--- config.mk ---
export PLATFORM = sky130hd
export DESIGN_NAME = shared_op_arbiter
export DESIGN_NICKNAME = d
export VERILOG_FILES = /design/src/rtl/shared_op_arbiter.sv
export SDC_FILE = /design/constraint.sdc
export NUM_CORES = 1
export LEC_CHECK = 0
export CORE_MARGIN = 3
export CORE_UTILIZATION = 42
export DETAILED_ROUTE_END_ITERATION = 10
export MAX_ROUTING_LAYER = met4
export PLACE_DENSITY = 0.87
export RECOVER_POWER = 100
export SYNTH_ARGS = -nofsm -noshare
export SYNTH_HDL_FRONTEND = slang
export SYNTH_SLANG_ARGS = --single-unit
export TNS_END_PERCENT = 1
--- constraint.sdc ---
create_clock -name clk -period 3.81 [get_ports clk]
set_input_delay 0.5715 -clock clk [delete_from_list [all_inputs] [get_ports clk]]
set_output_delay 0.5715 -clock clk [all_outputs]
set_load 0.01 [all_outputs]
--- src/rtl/shared_op_arbiter.sv ---
// Round-robin arbitrated shared adder with a one-entry, channel-tagged result buffer.
// Define SHARED_OP_SUB_EN to add the per-channel op_sub input and the subtract path.
module shared_op_arbiter #(
  parameter int WIDTH    = 8,
  parameter int CHANNELS = 4
) (
  input  logic                         clk,
  input  logic                         rst,
  input  logic [CHANNELS-1:0]          req_valid,
  output logic [CHANNELS-1:0]          req_ready,
  input  logic [CHANNELS*WIDTH-1:0]    op_a,
  input  logic [CHANNELS*WIDTH-1:0]    op_b,
`ifdef SHARED_OP_SUB_EN
  input  logic [CHANNELS-1:0]          op_sub,
`endif
  output logic                         res_valid,
  input  logic                         res_ready,
  output logic [WIDTH:0]               res_data,
  output logic [$clog2(CHANNELS)-1:0]  res_chan,
  output logic [15:0]                  accept_cnt
);

  localparam int CW = $clog2(CHANNELS);

  // Handshakes: a transfer happens on any clk edge where valid and ready are both 1.
  // req_ready is combinational from req_valid, the pointer, res_valid and res_ready.
  typedef enum logic {EMPTY = 1'b0, FULL = 1'b1} state_t;

  state_t         state;
  logic [CW-1:0]  ptr;
  logic [CW-1:0]  winner;
  logic [CW-1:0]  ptr_next;
  logic [CW:0]    idx_ext;
  logic           found;
  logic           slot_free;
  logic           grant;
  logic [WIDTH-1:0] sel_a;
  logic [WIDTH-1:0] sel_b;
  logic [WIDTH:0]   result;

  assign res_valid = (state == FULL);
  assign slot_free = (state == EMPTY) || res_ready;

  // Ascending search from the pointer, wrapping to channel 0.
  always_comb begin
    found   = 1'b0;
    winner  = '0;
    idx_ext = '0;
    for (int k = 0; k < CHANNELS; k++) begin
      idx_ext = {1'b0, ptr} + (CW+1)'(k);
      if (idx_ext >= (CW+1)'(CHANNELS)) idx_ext = idx_ext - (CW+1)'(CHANNELS);
      if (!found && req_valid[idx_ext[CW-1:0]]) begin
        found  = 1'b1;
        winner = idx_ext[CW-1:0];
      end
    end
  end

  assign grant = found && slot_free && !rst;

  always_comb begin
    req_ready = '0;
    if (grant) req_ready[winner] = 1'b1;
  end

  assign ptr_next = (winner == CW'(CHANNELS-1)) ? '0 : winner + 1'b1;
  assign sel_a    = op_a[winner*WIDTH +: WIDTH];
  assign sel_b    = op_b[winner*WIDTH +: WIDTH];

`ifdef SHARED_OP_SUB_EN
  assign result = op_sub[winner] ? ({1'b0, sel_a} - {1'b0, sel_b})
                                 : ({1'b0, sel_a} + {1'b0, sel_b});
`else
  assign result = {1'b0, sel_a} + {1'b0, sel_b};
`endif

  always_ff @(posedge clk) begin
    if (rst) begin
      state      <= EMPTY;
      res_data   <= '0;
      res_chan   <= '0;
      accept_cnt <= '0;
      ptr        <= '0;
    end else if (grant) begin
      state      <= FULL;
      res_data   <= result;
      res_chan   <= winner;
      accept_cnt <= accept_cnt + 16'd1;
      ptr        <= ptr_next;
    end else if (state == FULL && res_ready) begin
      state <= EMPTY;
    end
  end

endmodule

== Word-level counts from Yosys, hierarchy flattened ==
Index checks and enable logic that the tools add are counted.

* $add $sub $neg: 10
* Magnitude comparators: 10
* Multiplexer cells: 26
* Bitwise gates (word level): 1
* Reduce and logical (&&, ||, !) cells: 13
* Equal/unequal tests: 1
* Shifts and indexed selects: 2

{| class="wikitable"
|+ Operators by type and width
! cell !! number
|-
| 32-bit by 6-bit variable part select with 8-bit output || 2
|-
| 2-bit 2-to-1 mux || 9
|-
| 16-bit by 1-bit adder with 16-bit output (second input constant) || 1
|-
| 2-bit by 3-bit less-than comparator with 1-bit output (second input constant) || 5
|-
| 1-bit 2-to-1 mux || 11
|-
| 8-bit by 8-bit adder with 9-bit output || 1
|-
| 3-bit >= comparator (second input constant) || 3
|-
| 1-bit binary-select mux with 2-bit select || 4
|-
| 2-bit by 1-bit subtractor with 2-bit output (second input constant) || 4
|-
| 1-bit logical AND || 7
|-
| 2-bit by 2-bit adder with 3-bit output (second input constant) || 2
|-
| 1-bit logical NOT || 4
|-
| 4-bit 2-to-1 mux || 1
|-
| 2-bit by 1-bit adder with 3-bit output (second input constant) || 1
|-
| 2-bit by 3-bit >= comparator with 1-bit output (second input constant) || 1
|-
| 2-bit by 1-bit adder with 2-bit output (second input constant) || 1
|-
| 1-bit demux with 2-bit select || 1
|-
| 2-bit equality test (second input constant) || 1
|-
| 2-bit by 1-bit >= comparator with 1-bit output (second input constant) || 1
|-
| 2-bit nonzero test || 1
|-
| 1-bit logical OR || 1
|-
| 1-bit NOT || 1
|}

* Register bits after elaboration: 30
* Word-level logic and storage cells: 68
* Input bits: 71
* Output and inout bits: 32

== Depth between registers and ports, before layout ==
* Depth in word-level cells: 19
* Depth in mapped cells: 15
* Mapped depth without buffers: 13

== Worst setup path after synthesis ==
No wires, ideal clock.

* Path kind: input to register
* From: input req_valid[2]
* To: register res_data[8]
* Arrival: 2768 ps
* Cell stages on the path: 13
* Data required time: 3736 ps
* Path buffers: 1
* Slack: 968 ps
* Library setup time: 74 ps
* Cell sequence: mux2i_1 -> nor2_1 -> a311oi_2 -> buf_4 -> mux2i_1 -> ha_1 -> inv_1 -> fa_1 -> nor2b_1 -> o31ai_1 -> a21oi_1 -> o21ai_0 -> a31oi_1

* Longest elaborated chain between the ends: 14
* Elaborated cells on any way between the ends: 27
* Classes of those cells: 1 x add/sub; 2 x shift; 16 x mux; 8 x reduce/logical

{| class="wikitable"
|+ RTL lines
! what !! RTL line !! source
|-
| start, declared || 9 || <nowiki>input logic [CHANNELS-1:0] req_valid,</nowiki>
|-
| 1-bit binary-select mux with 2-bit select || 52 || <nowiki>if (!found && req_valid[idx_ext[CW-1:0]]) begin</nowiki>
|-
| 1-bit 2-to-1 mux (implied by the code) || 52 ||
|-
| 1-bit 2-to-1 mux || 52 ||
|-
| 1-bit logical NOT || 52 ||
|-
| 1-bit logical AND || 52 ||
|-
| 1-bit 2-to-1 mux || 52 ||
|-
| 1-bit logical NOT || 52 ||
|-
| 1-bit logical AND || 52 ||
|-
| 1-bit 2-to-1 mux || 52 ||
|-
| 1-bit logical NOT || 52 ||
|-
| 1-bit logical AND || 52 ||
|-
| 2-bit 2-to-1 mux (*) || 52 ||
|-
| via winner[0] || 31 || <nowiki>logic [CW-1:0] winner;</nowiki>
|-
| 32-bit by 6-bit variable part select with 8-bit output, on equally long branches || 67, 68 ||
|-
| 8-bit by 8-bit adder with 9-bit output (*) || 74 || <nowiki>assign result = {1'b0, sel_a} + {1'b0, sel_b};</nowiki>
|-
| end signal, assigned || 86 || <nowiki>res_data <= result;</nowiki>
|-
| end, declared || 18 || <nowiki>output logic [WIDTH:0] res_data,</nowiki>
|}

The timed path passes the listed nets; every way through them passes the cells marked *. The select of a mux whose other input is x is not followed.
A chain may end at the register's enable or synchronous reset.

== Worst setup path after layout ==
* From: input req_valid[0]
* To: register res_data[6]

* Longest elaborated chain between the ends: 14
* Elaborated cells on any way between the ends: 27
* Classes of those cells: 1 x add/sub; 2 x shift; 16 x mux; 8 x reduce/logical

{| class="wikitable"
|+ RTL lines
! what !! RTL line !! source
|-
| 1-bit binary-select mux with 2-bit select || 52 ||
|-
| 1-bit 2-to-1 mux (implied by the code) || 52 ||
|-
| 1-bit 2-to-1 mux || 52 ||
|-
| 1-bit logical NOT || 52 ||
|-
| 1-bit logical AND || 52 ||
|-
| 1-bit 2-to-1 mux || 52 ||
|-
| 1-bit logical NOT || 52 ||
|-
| 1-bit logical AND || 52 ||
|-
| 1-bit 2-to-1 mux || 52 ||
|-
| 1-bit logical NOT || 52 ||
|-
| 1-bit logical AND || 52 ||
|-
| 2-bit 2-to-1 mux / 1-bit 2-to-1 mux (equally long branches) || 52 ||
|-
| 32-bit by 6-bit variable part select with 8-bit output (tied with other cells) || 67 || <nowiki>assign sel_a = op_a[winner*WIDTH +: WIDTH];</nowiki>
|-
| 8-bit by 8-bit adder with 9-bit output / 1-bit logical AND (equally long branches) || 74, 59 ||
|}

Several ways; a longest one is shown, not always the timed one. The select of a mux whose other input is x is not followed.

==> results.cfg <==
[status]
outcome = complete, no violations

[worst_setup_path]
critical_path_class = input pin to flip-flop
crit_fanout = 20
r2r_start = ptr[1]$_SDFFE_PP0P_
crit_path_start = req_valid[0]
cp.arrival_ns = 3.63
cp-endpoint = res_data[6]$_SDFFE_PP0P_
cp.required_ns = 3.95
crit_path_start_kind = input pin
timing.rr.end = res_data[8]$_SDFFE_PP0P_
worstSetupEndpointType = flip-flop
rrSetupSlack_ns = 0.64
r2r.worst_path.cells = 13

[place]
portBuffers = 102
place_congestion = 0.7955
hpwlAfterDp_mm = 5.030
dp_slack_ns = 0.04202

[timing]
finalSetupTns_ns = 0
hold_violations = 0
setup_viol = 0
finalCritPeriodShare_pct = 91.58
slew_headroom_pct = 20.54
post-route-min-period_ns = 3.489
drv_slew = 0
fmax_ghz = 0.2866
setup_slack_ns = 0.3209
grt_setup_unrepaired = false
clock_skew_ns = 0.006452
tightest_slew_ns = 1.181

[yosys]
ys_seq_area_share_pct = 26.73
synth_top_area_share_pct = 26.73
yosysMostFrequentCell = mux2i_1
ys.flop_type = dfxtp_1
yosys.area.top_type = dfxtp_1
synthesis.nets = 336
yosysWarnings = 0
synth_common_cells = 49 x mux2i_1, 30 x dfxtp_1, 23 x nor2_1
avgSynthCellArea_um2 = 8.953
synth_seq_cells = 30
synth_area_um2 = 2247
synth_edf_count = 0
syn_inst = 251
synthArstFlopShare_pct = 0
synth_area_leaders = dfxtp_1 27%, mux2i_1 22%, ha_1 7.2%
synth_cell_type_count = 40

[finish]
fin_nets = 437
layout-drive-gt1-share_pct = 4.249
syn2layout_area_growth_pct = 48.27
antenna_cells = 0

[drt]
drt_iter0_markers = 82
vias = 2188
viasPerCell = 5.210
drtAntennaViolNets = 0
first_pass_iters = 4
wl_per_cell_um = 14.55
drc_errors = 0
drt-total-wl_mm = 6.111

[min_path]
min_path_type = flip-flop to flip-flop

[cts]
path_clk_slew_ns = 0.06
cts_resized = 0
cts_buffers = 5
tritoncts = yes
cts_hold_buf = 0
cts-root-buf = clkbuf_8
cts_setup_buffers = 0
cts.sinks = 30
htreeDepth = 2
worstSkewPairLatency_ns = 0.28
clock_path_buffers = 2

[global_routing]
grt_max_degree = 23
globalRoute.totalOverflow = 0
grt_pass1_vias = 2182
grt_antenna_before_repair = 0
grt_pass1_wl_mm = 10.08
groute.usage.overall_pct = 20.37

[die]
core-area_um2 = 4942
rows = 25
start_util_pct = 45.47
die_h_um = 79.15
die_width_um = 79.15
num_io_pins = 103
die_area_um2 = 6264

[power_and_ir_drop]
p_leak_uw = 0.001438
total_power_uw = 1269
cellPowerDensity_nw_per_um2 = 380.9
ir_drop_uv = 190.6

[run]
cap_violations = 0
## logic make-up after synthesis
logic type / share of synthesized area (%)
AO/OA/AOI/OAI: 10.19
XOR/XNOR: 7.016
multiplexers: 22.83
buffers and inverters: 6.570
adder cells (fa/ha/maj): 8.129
flip-flops: 26.73
AND/OR/NAND/NOR: 18.54
## critical path: stages
cell and delay, ns:
clkdlybuf4s50_1 0.48, a21oi_1 0.17, o21ai_0 0.12, o2bb2a_4 0.40, buf_4 0.37, mux2i_1 0.24, mux2i_1 0.09, ha_1 0.26
o31ai_1 0.44, nand2b_1 0.11, a211oi_1 0.27, o31ai_1 0.09
## report_power, final
group | internal, µW | switching, µW
Clock | 145 | 114
Sequential | 356 | 25.8
Combinational | 324 | 304
## layer usage
metal	wire length, µm	GRT usage (%)
met5	0	-
met4	178	7.216
met2	3334	37.88
met1	2367	22.04
met3	231	2.721
## cell type report
cell class | count | area (µm²)
Multi-Input combinational cell | 198 | 1455
Sequential cell | 30 | 600.6
Inverter | 10 | 37.54
Clock inverter | 1 | 5.005
Tap cell | 67 | 83.83
Fill cell | 416 | 1610
Timing Repair Buffer | 107 | 1064
Clock buffer | 7 | 86.33
## through the flow
stage,util [%],hold WS [ns],cell area (µm²),instances
after global routing,67.42,0.4700,3332,420
after detailed placement,66.84,0.4427,3303,412
after floorplan,-,0.4761,2247,251
after global placement,66.84,0.4392,3303,412
final,67.42,0.4461,3332,420
after CTS,68.68,0.4514,3395,420
## cells in the final DEF, fill, tap and decap left out, types with 2 or more instances in the layout
cell type        instances
o31ai_1                  2
a211oi_1                 3
and2_1                   4
nand2_1                 20
inv_2                    2
mux2_2                   2
xor2_1                  14
clkdlybuf4s50_1         70
nand4_1                  7
and3_1                   5
buf_4                    2
ha_1                    13
xnor2_1                  4
mux2i_1                 49
clkbuf_8                 6
a21oi_1                 10
dlygate4sd3_1           32
nor4_1                   2
nor2_1                  24
o21ai_0                  8
nand3_1                 12
nor3_1                   2
inv_1                    8
dfxtp_1                 30
nand2b_1                 2
nor2b_1                  2
clkbuf_1                 3
o211ai_1                 2
## sequential cells by signal (all words and copies together), names as in the netlist
register,cells
ptr,2
res_data,9
res_chan,2
res_valid,1
accept_cnt,16
## worst min path at each step
stage	from	to	slack, ns	cells after the start
final	res_data[3]$_SDFFE_PP0P_	res_data[3]$_SDFFE_PP0P_	0.45	2
after global routing	res_data[0]$_SDFFE_PP0P_	res_data[0]$_SDFFE_PP0P_	0.47	2
after CTS	res_data[3]$_SDFFE_PP0P_	res_data[3]$_SDFFE_PP0P_	0.45	2
after detailed placement	res_data[3]$_SDFFE_PP0P_	res_data[3]$_SDFFE_PP0P_	0.44	2
after global placement	res_data[2]$_SDFFE_PP0P_	res_data[2]$_SDFFE_PP0P_	0.44	2
after floorplan	res_data[2]$_SDFFE_PP0P_	res_data[2]$_SDFFE_PP0P_	0.48	2
(Power assumes the default switching activity.)
